<file path="src/rtl/engine_alu_ops_controller.sv">
// Sequencer that feeds packets one at a time through an external ALU kernel
// and buffers the kernel results in a small output FIFO.
package engine_alu_ops_controller_pkg;
  typedef struct packed {
    logic [1:0]  opcode;
    logic [31:0] operand;
  } ALUOpsConfigurationParameters;

  typedef logic [31:0] MemoryPacketData;
endpackage

module engine_alu_ops_controller
  import engine_alu_ops_controller_pkg::*;
#(
  parameter int FIFO_DEPTH = 4,
  parameter int COUNT_W    = 16
) (
  input  logic                         ap_clk,
  input  logic                         ap_rst_n,
  input  logic                         start,
  input  ALUOpsConfigurationParameters cfg,
  input  logic [COUNT_W-1:0]           num_packets,
  input  logic                         in_valid,
  input  MemoryPacketData              in_data,
  output logic                         in_ready,
  output logic                         out_valid,
  output MemoryPacketData              out_data,
  input  logic                         out_ready,
  output logic                         k_clear,
  output logic                         k_config_params_valid,
  output logic                         k_data_valid,
  output ALUOpsConfigurationParameters k_config_params,
  output MemoryPacketData              k_data,
  input  MemoryPacketData              k_result,
  output logic                         busy,
  output logic                         done
);

  localparam int PTR_W = $clog2(FIFO_DEPTH);
  localparam int CNT_W = PTR_W + 1;
  localparam logic [CNT_W-1:0] FIFO_FULL = CNT_W'(FIFO_DEPTH);

  typedef enum logic [2:0] {
    IDLE, CLEAR, FETCH, EXEC0, EXEC1, WRITE, DRAIN, DONE
  } state_t;

  state_t                       state;
  logic [COUNT_W-1:0]           remaining;
  ALUOpsConfigurationParameters cfg_q;
  MemoryPacketData              k_data_q;

  MemoryPacketData              fifo_mem [FIFO_DEPTH];
  logic [PTR_W-1:0]             wr_ptr;
  logic [PTR_W-1:0]             rd_ptr;
  logic [CNT_W-1:0]             fifo_count;
  logic                         push;
  logic                         pop;

  assign push = (state == WRITE);
  assign pop  = out_valid && out_ready;

  assign in_ready              = (state == FETCH) && (fifo_count < FIFO_FULL);
  assign k_clear               = (state == CLEAR);
  assign k_data_valid          = (state == EXEC0) || (state == EXEC1);
  assign k_config_params_valid = (state == EXEC0) || (state == EXEC1);
  assign k_config_params       = cfg_q;
  assign k_data                = k_data_q;
  assign busy                  = (state != IDLE);
  assign done                  = (state == DONE);
  assign out_valid             = (fifo_count != '0);
  assign out_data              = fifo_mem[rd_ptr];

  always_ff @(posedge ap_clk or negedge ap_rst_n) begin
    if (!ap_rst_n) begin
      state     <= IDLE;
      remaining <= '0;
      cfg_q     <= '0;
      k_data_q  <= '0;
    end else begin
      case (state)
        IDLE: begin
          if (start) begin
            cfg_q     <= cfg;
            remaining <= num_packets;
            state     <= CLEAR;
          end
        end
        CLEAR: state <= (remaining != '0) ? FETCH : DRAIN;
        FETCH: begin
          // FETCH is only entered with remaining > 0, so this cannot underflow.
          if (in_valid && in_ready) begin
            k_data_q  <= in_data;
            remaining <= remaining - COUNT_W'(1);
            state     <= EXEC0;
          end
        end
        EXEC0: state <= EXEC1;
        EXEC1: state <= WRITE;
        WRITE: state <= (remaining != '0) ? FETCH : DRAIN;
        DRAIN: if (fifo_count == '0) state <= DONE;
        DONE:  state <= IDLE;
        default: state <= IDLE;
      endcase
    end
  end

  // A packet is only accepted with a free slot and nothing else is in flight,
  // so the WRITE push always has room.
  always_ff @(posedge ap_clk or negedge ap_rst_n) begin
    if (!ap_rst_n) begin
      wr_ptr     <= '0;
      rd_ptr     <= '0;
      fifo_count <= '0;
    end else begin
      if (push) wr_ptr <= wr_ptr + PTR_W'(1);
      if (pop)  rd_ptr <= rd_ptr + PTR_W'(1);
      case ({push, pop})
        2'b10:   fifo_count <= fifo_count + CNT_W'(1);
        2'b01:   fifo_count <= fifo_count - CNT_W'(1);
        default: fifo_count <= fifo_count;
      endcase
    end
  end

  always_ff @(posedge ap_clk) begin
    if (push) fifo_mem[wr_ptr] <= k_result;
  end

endmodule

</file>
<file path="config.mk">
export PLATFORM = sky130hd
export DESIGN_NAME = engine_alu_ops_controller
export DESIGN_NICKNAME = d
export VERILOG_FILES = /design/src/rtl/engine_alu_ops_controller.sv
export SDC_FILE = /design/constraint.sdc
export NUM_CORES = 1
export LEC_CHECK = 0
export CAP_MARGIN = 15
export CORE_ASPECT_RATIO = 1.75
export CORE_MARGIN = 4
export CORE_UTILIZATION = 55
export DETAILED_ROUTE_END_ITERATION = 10
export DONT_BUFFER_PORTS = 1
export PLACE_DENSITY = 0.7
export SLEW_MARGIN = 10
export SYNTH_ARGS = -nofsm -noshare
export SYNTH_HDL_FRONTEND = slang
export SYNTH_SLANG_ARGS = --single-unit
</file>
<file path="constraint.sdc">
create_clock -name ap_clk -period 2.6 [get_ports ap_clk]
set_clock_uncertainty 0.2 [all_clocks]
set_input_delay 0.52 -clock ap_clk [delete_from_list [all_inputs] [get_ports ap_clk]]
set_output_delay 0.52 -clock ap_clk [all_outputs]
set_load 0.01 [all_outputs]
</file>
# [Word-level counts from Yosys, hierarchy flattened]
# Memories as Yosys holds them, arrays and structs flattened.
# Cells that the tools add are included.
[word_totals] register_bits=92 latchBits=0 ram_bits=128 romBits=0 in_bits=119 out_inout_bits=105 mem_count=1
[mem_list] memory="fifo_mem" depth=4 width=32 read_ports=1 rd_ports_with_merged_regs=0 write_ports=1 line="52" text="MemoryPacketData fifo_mem [FIFO_DEPTH];"
[classes] n_addsub=5 multipliers=0 div_mod_pow=0 order_cmp=1 n_eq_ne=12 n_shift=0 muxes=11 bitwise_logic=0 reduce_logical=16
[op_table] cell="16-bit two-way mux" n=2
[op_table] cell="16-bit case mux with 2 select lines" n=1
[op_table] cell="3-bit case mux with 7 select lines" n=1
[op_table] cell="16-bit nonzero test" n=1
[op_table] cell="16-bit by 1-bit subtractor with 16-bit output, second input constant" n=1
[op_table] cell="3-bit == test, second input constant" n=4
[op_table] cell="3-bit two-way mux" n=4
[op_table] cell="3-bit by 2-bit == test with 1-bit output, second input constant" n=2
[op_table] cell="3-bit zero test" n=2
[op_table] cell="3-bit case mux with 2 select lines" n=1
[op_table] cell="3-bit AND reduction" n=2
[op_table] cell="3-bit nonzero test" n=2
[op_table] cell="2-bit by 1-bit adder with 2-bit output, second input constant" n=2
[op_table] cell="2-bit != test, second input constant" n=2
[op_table] cell="2-bit AND reduction" n=2
[op_table] cell="2-bit nonzero test" n=2
[op_table] cell="3-bit by 1-bit adder with 3-bit output, second input constant" n=1
[op_table] cell="3-bit by 1-bit == test with 1-bit output, second input constant" n=1
[op_table] cell="1-bit logical AND" n=3
[op_table] cell="3-bit < comparator, second input constant" n=1
[op_table] cell="3-bit by 1-bit subtractor with 3-bit output, second input constant" n=1
[op_table] cell="2-bit by 1-bit == test with 1-bit output, second input constant" n=1
[op_table] cell="2-bit == test, second input constant" n=1
[op_table] cell="1-bit two-way mux" n=2
[op_table] cell="other kinds (3)" n=3

# [Logic depth before layout (Yosys ltp)]
[depth] word_depth=5 depth_mapped=10 depth_no_buf=9

# [Worst setup path before layout]
# Ideal clock, no wire load.
[synth_path] path_type="flip-flop to flip-flop" startpoint="register state[2]" endpoint="memory fifo_mem[0][0] in the netlist's numbering (enable)" setup_ps=392 arrival_ps=1756 required_time_ps=2008 slack_ps=252 stages_incl_launch_ff=5 path_buffers=1 path_cell_list="dfrtp_1 -> buf_2 -> nand2_1 -> nor2_1 -> and2_1"
[synth_via] elab_chain_len=3
[synth_lines] item="from (decl)" line="47" text="state_t state;"
[synth_lines] item="from (signal assigned)" line="88" text="CLEAR: state <= (remaining != '0) ? FETCH : DRAIN;"
[synth_lines] item="from (signal assigned)" line="99" text="WRITE: state <= (remaining != '0) ? FETCH : DRAIN;"
[synth_lines] item="3-bit == test" line="59" text="assign push = (state == WRITE);"
[synth_lines] item="1-bit two-way mux" line="126" text="if (push) fifo_mem[wr_ptr] <= k_result;"
[synth_lines] item="1-bit two-way mux (implied by the code)" line="126"
[synth_lines] item="to (decl)" line="52"
# No other way between the ends.

# [Worst setup path in the final report]
[layout_path] startpoint="register state[2]" endpoint="output in_ready"
[layout_via] elab_chain_len=2
[layout_lines] item="3-bit by 2-bit == test with 1-bit output" line="62" text="assign in_ready = (state == FETCH) && (fifo_count < FIFO_FULL);"
[layout_lines] item="1-bit logical AND" line="62"
[layout_lines] item="to (decl)" line="25" text="output logic in_ready,"
# No other way between the ends.

==> results_dict.tcl <==
set metrics [dict create \
    grt_first_pass_wirelength_mm 28.6 \
    yosysMostFrequentCell "edfxtp_1" \
    post-route-util_pct 68.0 \
    period_share_pct 97.2 \
    status "finished, violations left" \
    post_cts_buffers 0 \
    vias 4862 \
    antenna_found_initial 1 \
    gr-total-overflow 0 \
    post_synth.cell_area_avg_sq_um 17.8 \
    clock-root-buffer "clkbuf_16" \
    critPathRequiredTime_ns 1.88 \
    vias_per_cell 5.94 \
    grtUsageTotal_pct 19.7 \
    synth_edf_count 128 \
    max_freq_mhz 396 \
    start_util_pct 56.4 \
    syn-cell-area_sq_mm 0.00899 \
    hold_viol_final 92 \
    cts_tree "yes" \
    worstSetupPathType "reg2out" \
    path_cells "or3b_4 > nor2_2" \
    io_buffer_count 0 \
    finalNetCount 742 \
    power_mw 11.8 \
    hold_slack_ns -0.468 \
    synth_area_leaders "edfxtp_1 43%, dfrtp_1 26%, mux4_2 8.0%, mux2_4 5.0%, mux2_2 4.6%" \
    drv_slew 0 \
    synthCells 505 \
    synth_cell_types 54 \
    ys.flop_type "edfxtp_1" \
    clock_latency_ns 0.47 \
    wirelength_mm 18.8 \
    ant_nets 0 \
    relSlewSlack_pct 58.1 \
    async_flop_share_pct 41.8 \
    synth_nets 632 \
    tightest_slew_ns 0.628 \
    dieHeight_um 177 \
    cts.htree.levels 1 \
    rows 61 \
    top_level_ports 224 \
    layout-drive-gt1-share_pct 25.4 \
    cts_num_sinks 220 \
    layout_min_cycle_time_ns 2.53 \
    p_leak_nw 4.03 \
    rsz0062_at_grt "false" \
    min-delay-path-class "in2async" \
    place_congestion 0.824 \
    path_clk_slew_ns 0.07 \
    critPathLaunchType "flop" \
    cpMaxStageDelayCell "or3b_4" \
    crit_path_max_fanout 14 \
    synth_top_area_share_pct 42.8 \
    crit_path_start "state[2]$_DFFE_PN0P_" \
    drtPass1Iterations 4 \
    power_density_mw_per_mm2 1080 \
    die_x_um 105 \
    coreArea_sq_mm 0.0160 \
    grt_max_degree 93 \
    endpoint_kind "output port" \
    ys_warn_count 0 \
    dp_cells 683 \
    ys_seq_elements 220 \
    grt_pass1_vias 5348 \
    holdBufCountCts 99 \
    violations "hold timing" \
    cpPeakStageDelay_ns 0.58 \
    irDropWorstVdd_v 0.000873 \
    first_iter_violations 176 \
    netlist_top_cells_count "128 x edfxtp_1, 92 x dfrtp_1, 37 x mux2_2, 32 x mux4_2, 30 x mux2_4" \
    synth_area_leader_cell "edfxtp_1" \
    final_cells 818 \
    drcViolationCount 0 \
    dieArea_sq_mm 0.0185 \
    clockBufferDepth 3 \
    setup_viol 0 \
    reg2reg_from "fifo_count[2]$_DFFE_PN0P_" \
    crit_arrival_ns 1.81 \
    hpwl_mm 11.6 \
    syn_to_final_growth_pct 20.6 \
    num-fill-cells 1009 \
    wire_per_inst_um 23.0 \
    tns_ns 0 \
    yosysSeqAreaShare_pct 68.4 \
    cts_inserted_buffers 19 \
    maxCapViolCount 0 \
]
## area by class of cell
type                            instances  area, sq um  share of cell area (%)
Sequential cell                       220         6150                    56.7
Multi-Input combinational cell        249         2620                    24.2
Timing Repair Buffer                  115         1190                    10.9
Clock buffer                           23          512                    4.72
Tap cell                              189          236                    2.18
Clock inverter                         10         96.3                   0.889
Inverter                               10         37.5                   0.346
Antenna cell                            2         5.00                  0.0462
## through the flow
stage | hold WS, ns | area [sq um] | setup slack, ns
after floorplan | 0.0244 | 8990 | 0.252
after global routing | -0.497 | 10800 | 0.00369
after global placement | 0.0267 | 9220 | 0.397
after detailed placement | 0.0271 | 9220 | 0.265
after CTS | -0.485 | 10800 | 0.0436
final | -0.468 | 10800 | 0.0721
## critical path: cells and delay by family (launching register included)
| family | cells | cell delay (ns) |
|---|---|---|
| AND/OR/NAND/NOR | 2 | 0.77 |
| flip-flops | 1 | 0.56 |
## layout by cell type (no fill, tap or decap), types with 3 or more instances in the layout
| cell | Yosys | final |
|---|---|---|
| mux4_2 | 32 | 32 |
| buf_4 | 1 | 10 |
| and3_1 | 3 | 3 |
| o21ai_1 | 3 | 3 |
| ha_1 | 7 | 7 |
| nand2_1 | 11 | 11 |
| clkinvlp_4 | 0 | 3 |
| mux2_4 | 30 | 30 |
| inv_1 | 10 | 10 |
| a31oi_1 | 6 | 6 |
| o21ai_0 | 11 | 11 |
| buf_12 | 0 | 6 |
| nor3_1 | 6 | 6 |
| nand4_1 | 7 | 7 |
| clkbuf_16 | 0 | 20 |
| xnor2_1 | 3 | 3 |
| dlygate4sd3_1 | 0 | 99 |
| mux2_2 | 37 | 37 |
| nor2_1 | 21 | 20 |
| a21oi_1 | 15 | 15 |
| clkbuf_1 | 7 | 3 |
| and2_1 | 7 | 7 |
| xor2_1 | 4 | 4 |
| nor3b_1 | 3 | 3 |
| dfrtp_1 | 92 | 91 |
| nand3_1 | 3 | 3 |
| edfxtp_1 | 128 | 128 |
| o22a_1 | 8 | 8 |
## report_power, final
group / switching (mW) / internal [mW] / leakage [nW] / total (mW)
Sequential: 1.06 / 4.60 / 2.25 / 5.66
Clock: 1.21 / 1.53 / 0.291 / 2.73
Combinational: 1.59 / 1.76 / 1.49 / 3.35
## state kept, by name, indices dropped and copies added (netlist names)
signal and cells:
fifo_count 3, fifo_mem 128, k_config_params 34, k_data 32
rd_ptr 2, remaining 16, state 3, wr_ptr 2
## layer usage
layer | GRT usage [%] | vias up | wire length (um)
li1 | - | 2150 | -
met1 | 21.4 | 2455 | 6450
met2 | 37.2 | 231 | 10500
met3 | 5.44 | 26 | 1480
met4 | 6.02 | 0 | 410
met5 | 0 | - | 0
## timing repair
| action | in CTS | in global routing |
|---|---|---|
| pin swaps | 0 | 1 |
| gates cloned | 0 | 1 |
| endpoints found under the setup margin | 1 | 1 |
| endpoints found under the hold margin | 287 | 92 |
| resized for setup | 1 | 0 |
## final timing paths
check,end,slack (ns),depth (start not counted)
worst min-delay path,k_data[12]$_DFFE_PN0P_,-0.47,0
worst max-delay path,in_ready,0.07,2
worst max register to register,fifo_count[1]$_DFFE_PN0P_,0.23,6
min in group ap_clk,remaining[2]$_DFFE_PN0P_,0.03,2
worst min register to register,rd_ptr[0]$_DFFE_PN0P_,0.33,1
max in group asynchronous,rd_ptr[0]$_DFFE_PN0P_,2.51,0
## cell families after synthesis
logic type                 Yosys count  share of synthesized area (%)
muxes                              100                           17.8
and+or+nand+nor                     80                           5.58
AOI/OAI and AO/OA                   53                           3.77
DFF                                220                           68.4
xor gates and xnor gates             7                          0.682
buffers and inverters               37                           2.63
adders and majority gates            8                           1.20
Note: power is estimated with default switching activity, not from simulation.
